File: config.mk
export PLATFORM = sky130hd
export DESIGN_NAME = sram_like_arbiter_flat
export DESIGN_NICKNAME = d
export VERILOG_FILES = /design/src/rtl/sram_like_arbiter_pkg.sv /design/src/rtl/sram_like_arbiter_if.sv /design/src/rtl/sram_like_id_fifo.sv /design/src/rtl/sram_like_arbiter.sv /design/src/flat_wrapper.sv
export SDC_FILE = /design/constraint.sdc
export NUM_CORES = 1
export LEC_CHECK = 0
export CAP_MARGIN = 10
export CORE_AREA = 2 2 120 122
export DETAILED_ROUTE_END_ITERATION = 6
export DIE_AREA = 0 0 122 124
export GPL_TIMING_DRIVEN = 0
export HOLD_SLACK_MARGIN = 0.05
export PLACE_DENSITY = 0.66
export SLEW_MARGIN = 20
export SYNTH_ARGS = -nofsm -noshare
export SYNTH_HDL_FRONTEND = slang
export SYNTH_SLANG_ARGS = --single-unit
File: constraint.sdc
create_clock -name clk -period 8.05 [get_ports clk]
set_input_delay 2.0125 -clock clk [delete_from_list [all_inputs] [get_ports clk]]
set_output_delay 2.0125 -clock clk [all_outputs]
set_load 0.03 [all_outputs]
File: src/rtl/sram_like_arbiter_pkg.sv
// Shared encodings for the SRAM-like bus: transfer sizes, requester IDs
// and the grant FSM state type used by sram_like_arbiter.
package sram_like_pkg;

    localparam logic [1:0] SZ_BYTE = 2'd0;
    localparam logic [1:0] SZ_HALF = 2'd1;
    localparam logic [1:0] SZ_WORD = 2'd2;

    localparam logic ID_INST = 1'b0;
    localparam logic ID_DATA = 1'b1;

    typedef enum logic [1:0] {
        GNT_IDLE,
        GNT_HOLD_D,
        GNT_HOLD_I
    } gnt_state_t;

endpackage

File: src/rtl/sram_like_arbiter_if.sv
// SRAM-like bus bundle: req/wr/size/addr/wdata from master to slave,
// rdata/addr_ok/data_ok from slave to master. Modports: master, slave.
interface sram_like_if;
    import sram_like_pkg::*;

    logic        req;
    logic        wr;
    logic [1:0]  size;
    logic [31:0] addr;
    logic [31:0] wdata;
    logic [31:0] rdata;
    logic        addr_ok;
    logic        data_ok;

    modport master (
        output req, wr, size, addr, wdata,
        input  rdata, addr_ok, data_ok
    );

    modport slave (
        input  req, wr, size, addr, wdata,
        output rdata, addr_ok, data_ok
    );

endinterface

File: src/rtl/sram_like_id_fifo.sv
// In-order 1-bit ID FIFO of DEPTH entries (DEPTH a power of two).
// Ports: clk, rst (sync, active-high), push/din, pop/dout, count, full, empty.
module sram_like_id_fifo
    import sram_like_pkg::*;
#(
    parameter  int DEPTH = 4,
    localparam int CNT_W = $clog2(DEPTH) + 1,
    localparam int PTR_W = $clog2(DEPTH)
) (
    input  logic             clk,
    input  logic             rst,
    input  logic             push,
    input  logic             din,
    input  logic             pop,
    output logic             dout,
    output logic [CNT_W-1:0] count,
    output logic             full,
    output logic             empty
);

    logic [DEPTH-1:0] mem;
    logic [PTR_W-1:0] wr_ptr;
    logic [PTR_W-1:0] rd_ptr;
    logic             do_push;
    logic             do_pop;

    assign full    = (count == CNT_W'(DEPTH));
    assign empty   = (count == '0);
    assign do_push = push && !full;
    assign do_pop  = pop && !empty;
    assign dout    = mem[rd_ptr];

    // Pointers wrap naturally because DEPTH is a power of two.
    always_ff @(posedge clk) begin
        if (rst) begin
            mem    <= '0;
            wr_ptr <= '0;
            rd_ptr <= '0;
            count  <= '0;
        end else begin
            if (do_push) begin
                mem[wr_ptr] <= din;
                wr_ptr      <= wr_ptr + PTR_W'(1);
            end
            if (do_pop) begin
                rd_ptr <= rd_ptr + PTR_W'(1);
            end
            unique case ({do_push, do_pop})
                2'b10:   count <= count + CNT_W'(1);
                2'b01:   count <= count - CNT_W'(1);
                default: count <= count;
            endcase
        end
    end

endmodule

File: src/rtl/sram_like_arbiter.sv
// Merges inst and data SRAM-like masters onto one slave port; data wins,
// a presented-but-unaccepted grant is locked, responses routed by ID FIFO.
// Ports: clk, rst, inst/data (slave modports), m (master modport),
// busy (transactions outstanding), proto_err (sticky stray response).
module sram_like_arbiter
    import sram_like_pkg::*;
#(
    parameter  int OUTSTANDING = 4,
    localparam int CNT_W = $clog2(OUTSTANDING) + 1
) (
    input  logic         clk,
    input  logic         rst,
    sram_like_if.slave   inst,
    sram_like_if.slave   data,
    sram_like_if.master  m,
    output logic         busy,
    output logic         proto_err
);

    gnt_state_t       state;
    gnt_state_t       state_nxt;
    logic             sel_data;
    logic             sel_req;
    logic             presented;
    logic             accept;
    logic             pop;
    logic             head;
    logic             full;
    logic             empty;
    logic [CNT_W-1:0] count;

    always_ff @(posedge clk) begin
        if (rst) begin
            state <= GNT_IDLE;
        end else begin
            state <= state_nxt;
        end
    end

    always_comb begin
        sel_data  = 1'b0;
        state_nxt = state;
        unique case (state)
            GNT_HOLD_D: sel_data = 1'b1;
            GNT_HOLD_I: sel_data = 1'b0;
            default:    sel_data = data.req;
        endcase
        sel_req   = sel_data ? data.req : inst.req;
        // A full FIFO withdraws the request but keeps any held grant.
        presented = sel_req && !full;
        accept    = presented && m.addr_ok;
        if (presented) begin
            if (m.addr_ok) begin
                state_nxt = GNT_IDLE;
            end else begin
                state_nxt = sel_data ? GNT_HOLD_D : GNT_HOLD_I;
            end
        end
    end

    assign m.req   = presented;
    assign m.wr    = sel_data ? data.wr    : inst.wr;
    assign m.size  = sel_data ? data.size  : inst.size;
    assign m.addr  = sel_data ? data.addr  : inst.addr;
    assign m.wdata = sel_data ? data.wdata : inst.wdata;

    assign inst.addr_ok = accept && !sel_data;
    assign data.addr_ok = accept && sel_data;

    assign pop          = m.data_ok && !empty;
    assign inst.data_ok = pop && (head == ID_INST);
    assign data.data_ok = pop && (head == ID_DATA);
    assign inst.rdata   = m.rdata;
    assign data.rdata   = m.rdata;

    assign busy = (count != '0);

    sram_like_id_fifo #(
        .DEPTH (OUTSTANDING)
    ) u_id_fifo (
        .clk   (clk),
        .rst   (rst),
        .push  (accept),
        .din   (sel_data ? ID_DATA : ID_INST),
        .pop   (pop),
        .dout  (head),
        .count (count),
        .full  (full),
        .empty (empty)
    );

    always_ff @(posedge clk) begin
        if (rst) begin
            proto_err <= 1'b0;
        end else if (m.data_ok && empty) begin
            proto_err <= 1'b1;
        end
    end

endmodule

File: src/flat_wrapper.sv
// flat-port wrapper written by rule: the top's interface ports become plain ports
module sram_like_arbiter_flat import sram_like_pkg::*;
#(
    parameter  int OUTSTANDING = 4,
    localparam int CNT_W = $clog2(OUTSTANDING) + 1
)
  (clk, rst, busy, proto_err, inst_req, inst_wr, inst_size, inst_addr, inst_wdata, inst_rdata, inst_addr_ok, inst_data_ok, data_req, data_wr, data_size, data_addr, data_wdata, data_rdata, data_addr_ok, data_data_ok, m_req, m_wr, m_size, m_addr, m_wdata, m_rdata, m_addr_ok, m_data_ok);
  sram_like_if inst_i ();
  sram_like_if data_i ();
  sram_like_if m_i ();
  input  logic clk;
  input  logic rst;
  output logic busy;
  output logic proto_err;
  input wire logic [$bits(inst_i.req)-1:0] inst_req;
  input wire logic [$bits(inst_i.wr)-1:0] inst_wr;
  input wire logic [$bits(inst_i.size)-1:0] inst_size;
  input wire logic [$bits(inst_i.addr)-1:0] inst_addr;
  input wire logic [$bits(inst_i.wdata)-1:0] inst_wdata;
  output wire logic [$bits(inst_i.rdata)-1:0] inst_rdata;
  output wire logic [$bits(inst_i.addr_ok)-1:0] inst_addr_ok;
  output wire logic [$bits(inst_i.data_ok)-1:0] inst_data_ok;
  input wire logic [$bits(data_i.req)-1:0] data_req;
  input wire logic [$bits(data_i.wr)-1:0] data_wr;
  input wire logic [$bits(data_i.size)-1:0] data_size;
  input wire logic [$bits(data_i.addr)-1:0] data_addr;
  input wire logic [$bits(data_i.wdata)-1:0] data_wdata;
  output wire logic [$bits(data_i.rdata)-1:0] data_rdata;
  output wire logic [$bits(data_i.addr_ok)-1:0] data_addr_ok;
  output wire logic [$bits(data_i.data_ok)-1:0] data_data_ok;
  output wire logic [$bits(m_i.req)-1:0] m_req;
  output wire logic [$bits(m_i.wr)-1:0] m_wr;
  output wire logic [$bits(m_i.size)-1:0] m_size;
  output wire logic [$bits(m_i.addr)-1:0] m_addr;
  output wire logic [$bits(m_i.wdata)-1:0] m_wdata;
  input wire logic [$bits(m_i.rdata)-1:0] m_rdata;
  input wire logic [$bits(m_i.addr_ok)-1:0] m_addr_ok;
  input wire logic [$bits(m_i.data_ok)-1:0] m_data_ok;
  assign inst_i.req = inst_req;
  assign inst_i.wr = inst_wr;
  assign inst_i.size = inst_size;
  assign inst_i.addr = inst_addr;
  assign inst_i.wdata = inst_wdata;
  assign inst_rdata = inst_i.rdata;
  assign inst_addr_ok = inst_i.addr_ok;
  assign inst_data_ok = inst_i.data_ok;
  assign data_i.req = data_req;
  assign data_i.wr = data_wr;
  assign data_i.size = data_size;
  assign data_i.addr = data_addr;
  assign data_i.wdata = data_wdata;
  assign data_rdata = data_i.rdata;
  assign data_addr_ok = data_i.addr_ok;
  assign data_data_ok = data_i.data_ok;
  assign m_req = m_i.req;
  assign m_wr = m_i.wr;
  assign m_size = m_i.size;
  assign m_addr = m_i.addr;
  assign m_wdata = m_i.wdata;
  assign m_i.rdata = m_rdata;
  assign m_i.addr_ok = m_addr_ok;
  assign m_i.data_ok = m_data_ok;
  sram_like_arbiter #(.OUTSTANDING(OUTSTANDING)) u_core (.clk(clk), .rst(rst), .inst(inst_i), .data(data_i), .m(m_i), .busy(busy), .proto_err(proto_err));
endmodule
# Word level (Yosys, flattened, before mapping)

Cells that the tools add are included.

Output and inout port bits: 138
Register bits: 14
Word-level logic and storage cells: 51

Bitwise gates (word level): 1
Multiplexer cells: 15
Reduce and logical (&&, ||, !) cells: 17
Add/sub/neg operators: 4
Order comparisons: 3
Equality and inequality tests: 5

Operators with widths:

| operator            | count |
|---|---|
| $mux 32             | 2 |
| $logic_and 1x1->1   | 11 |
| $lt 2x3->1 const B  | 2 |
| $mux 2              | 3 |
| $pmux 3 s2          | 1 |
| $mux 1              | 5 |
| $add 2x1->2 const B | 2 |
| $bwmux 4            | 1 |
| $eq 2x1->1 const B  | 2 |
| $eq 2x2->1 const B  | 2 |
| $add 3x1->3 const B | 1 |
| $eq 3x3->1 const B  | 1 |
| $logic_not 1->1     | 3 |
| $logic_not 3->1     | 1 |
| $reduce_bool 3->1   | 1 |
| $sub 3x1->3 const B | 1 |
| $bmux 1 s2          | 1 |
| $demux 1 s2         | 1 |
| $ge 2x1->1 const B  | 1 |
| $pmux 1 s2          | 1 |
| $reduce_bool 2->1   | 1 |
| $not 1->1           | 1 |

# Depth between registers and ports, before layout

Depth after elaboration: 8
Gate-level depth with buffers: 12

# Hierarchy

A second synthesis with hierarchy kept.

Cells, all modules: 231
Area total of the unflattened synthesis: 2123.3 um^2

Modules (own cells, without submodules):

| module            | cells an instance | area an instance (um^2) | times used |
|---|---|---|---|
| sram_like_arbiter | 166               | 1516.5                  | 1 |
| sram_like_id_fifo | 65                | 606.8                   | 1 |

# Worst setup path after synthesis

OpenSTA, ideal clock, no wires.

Kind: input to output
Start: in data_req
End: out m_addr[8]
Arrival time: 3.031 ns
Required time: 6.037 ns
Cell stages on the path: 5
Slack: 3.006 ns
Cell sequence: mux2i_1 -> buf_2 -> buf_2 -> nand2_1 -> nand2_1

Word-level cells in the longest chain between the ends: 2

RTL lines:

| item               | line                    | text |
|---|---|---|
| start: declaration | flat_wrapper.sv:23      | `input wire logic [$bits(data_i.req)-1:0] data_req;` |
| $pmux 1 s2         | sram_like_arbiter.sv:43 | `unique case (state)` |
| $mux 32            | sram_like_arbiter.sv:64 | `assign m.addr = sel_data ? data.addr : inst.addr;` |
| end: declaration   | flat_wrapper.sv:34      | `output wire logic [$bits(m_i.addr)-1:0] m_addr;` |

Every way passes these cells.

# Final worst setup path

Start: in data_req
End: out m_wdata[4]

Word-level cells in the longest chain between the ends: 2

RTL lines:

| item             | line                    | text |
|---|---|---|
| $pmux 1 s2       | sram_like_arbiter.sv:43 |  |
| $mux 32          | sram_like_arbiter.sv:65 | `assign m.wdata = sel_data ? data.wdata : inst.wdata;` |
| end: declaration | flat_wrapper.sv:35      | `output wire logic [$bits(m_i.wdata)-1:0] m_wdata;` |

Every way passes these cells.

==> results.md <==
- Dpl hpwl: 9490 um
- Clk slew on worst S/H paths: 50 ps
- CP required: 6040 ps
- Core Region: 0.0137 mm2
- Unrepaired setup endpoints after global routing: false
- Worst Hold Class: reg -> reg
- DRT antenna net count: 0
- Setup bufs post-CTS: 0
- Peak VDD IR: 0.0882 mV
- XOR/XNOR Fraction of Synth Area: 2.11%
- Post-synthesis simple-gate area fraction: 43.5%
- NumNets Final: 825
- TNS Setup: 0 ps
- Synth area leader: nand2_1
- Fill cell count: 1454
- Die area: 0.0151 mm2
- DR WL/cell: 13.0 um
- Fin. Hold Viols: 0
- Post-CTS Resized: 0
- Non-filler cells, final: 826
- Total wire length: 10800 um
- Area taken by multi-input logic gates: 0.00120 mm2
- Multiplexer area fraction after synthesis: 2.29%
- Synth Register Bits: 14
- I/O Buffers: 277
- PwrDens: 160 mW/mm2
- Chip height: 124 um
- DR DRC count: 0
- Layout cells sized above 1: 12.7%
- Synth Area in Adders: 4.58%
- Crit path capture type: primary output
- Clock root cell: clkbuf_16
- Critical path arrival: 4410 ps
- TritonCTS Sinks: 14
- Status: completed
- Die Wd: 122 um
- Launch point of the worst reg-to-reg path: u_core.state[1]$_SDFFE_PP0N_
- Final GP Congestion: 0.768
- CP max FO: 10
- Prevailing post-synth register cell: dfxtp_1
- Fin crit share: 79.8%
- Global-route usage over all layers: 12.5%
- Slew Limit Fails: 0
- Post-synth EDFFs: 0
- Top-level port count: 310
- Synth warn: 0
- CTS tree: done
- Mean Syn Cell Area: 5.71 um2
- Count leader, synth: nand2_1
- Inst Count DP: 821
- Kind of critical path: in -> out
- Netlist cell types: 32
- Synth Instances: 364
- FMAX: 156 MHz
- CTS buffer count: 3
- DRT Pass-1 Iters: 4
- Clk_lat worst skew: 240 ps
- Initial Utilization: 15.1%
- Rows: 43
- Final setup vio count: 0
- Largest family of logic cells by synthesized area: simple AND/OR/NAND/NOR gates
- Sequential-to-total area share from yosys stat: 13.5%
- Post-synth ARST share: 0%
- Max Buffers Root-to-Sink: 2
- Slew margin rel.: 61.9%
- Tmin final: 6430 ps
- Compound-Gate Fraction of Synth Area: 5.36%
- Vias in the first global route: 2915
- Post-synthesis cell area: 0.00208 mm2
- Max cap viols: 0
- Drt via density: 3.75
- Clk_skew: 0.719 ps
- Leakage power: 2.36 nW
- Share of Yosys cell area claimed by the top area cell type: 37.8%
- Drt first-iter violations: 71
- Worst-margin pin slew: 556 ps
- HP Start: u_core.proto_err$_SDFFE_PP0P_
- Area contributors post-synth: nand2_1 (38%), buf_4 (23%), dfxtp_1 (13%)
- Reg area: 280 um2
- CTS Hold Bufs: 0
- Routed via count: 3097
- Largest net degree at the start of global routing: 11
- Total congestion overflow: 0
- Area growth syn-to-layout: 149%
- Initial antenna violation count: 1
- Post-synthesis net count: 543
- Worst setup SP type: primary input
- CP Launch Point: data_req
- CTS HTree Levels: 1
- Synth top cells by count: nand2_1 (209), buf_4 (64), dfxtp_1 (14)
- First-pass GRT wire length: 15000 um
## per-stage QoR
step / hold WS, ps / power, W / setup WS [ps] / instance area (um2) / utilization (%)
2_1_floorplan: 436 / 0.000451 / 3010 / 2080 / -
3_3_place_gp: 447 / 0.000727 / 1480 / 5070 / 37.0
3_5_place_dp: 453 / 0.000727 / 1500 / 5070 / 37.0
4_1_cts: 460 / 0.000835 / 1480 / 5160 / 37.6
5_1_grt: 496 / 0.000885 / 1380 / 5160 / 37.6
6_report: 457 / 0.000824 / 1620 / 5170 / 37.7
## worst max-delay path: stages
cell	delay (ps)
clkdlybuf4s50_1	450
mux2i_1	480
buf_2	340
buf_2	250
nand2_1	80
nand2_1	60
clkdlybuf4s50_1	740
## registers in the layout, summed over array words and instances (netlist names)
| name | flops |
|---|---|
| u_core.state | 2 |
| u_core.proto_err | 1 |
| u_core.u_id_fifo.count | 3 |
| u_core.u_id_fifo.wr_ptr | 2 |
| u_core.u_id_fifo.mem | 4 |
| u_core.u_id_fifo.rd_ptr | 2 |
## power by group
| part | switching, W | internal (W) |
|---|---|---|
| sequential | 0.0000161 | 0.0000849 |
| clock | 0.0000286 | 0.0000753 |
| combinational | 0.000336 | 0.000283 |
## logic make-up (layout without fill, tap and decap cells)
family / after synthesis / count (layout)
xor gates and xnor gates: 5 / 5
AOI/OAI and AO/OA: 14 / 14
DFF: 14 / 14
other: 0 / 1
adders and majority gates: 7 / 7
and+or+nand+nor: 230 / 230
muxes: 3 / 3
buffers and inverters: 91 / 372
## per-layer routing
metal  routed length (um)  GRT usage (%)  vias up
met5                    0              0        -
met4                   46           1.44        0
met3                 1050           3.16        6
li1                     -              -     1620
met1                 4070           15.2     1333
met2                 5590           22.9      138
## layout by cell type, fill, tap and decap left out, types with 2 or more instances in the layout
cell / n
inv_1: 10
nor2_1: 10
ha_1: 6
a21oi_1: 4
and2_1: 2
buf_2: 5
nor3b_1: 2
xnor2_1: 2
clkdlybuf4s50_1: 277
clkbuf_16: 3
a32o_1: 4
buf_4: 64
nand2_1: 209
xor2_1: 3
or3b_2: 2
dfxtp_1: 14
clkbuf_1: 10
## worst paths after layout
| path | to | slack [ps] | depth (start not counted) |
|---|---|---|---|
| setup / recovery | m_wdata[4] | 1620 | 7 |
| hold / removal | u_core.proto_err$_SDFFE_PP0P_ | 460 | 2 |
| setup reg to reg | u_core.u_id_fifo.count[2]$_SDFFE_PP0P_ | 5180 | 12 |
| hold reg to reg | u_core.proto_err$_SDFFE_PP0P_ | 460 | 2 |
## final cells by class
type	instances	area share, %
Clock buffer	4	1.72
Sequential cell	14	5.43
Buffer	80	10.7
Inverter	11	0.799
Timing Repair Buffer	277	53.7
Tap cell	180	4.36
Multi-Input combinational cell	259	23.3
Antenna cell	1	0.0484
(Power assumes the default switching activity.)
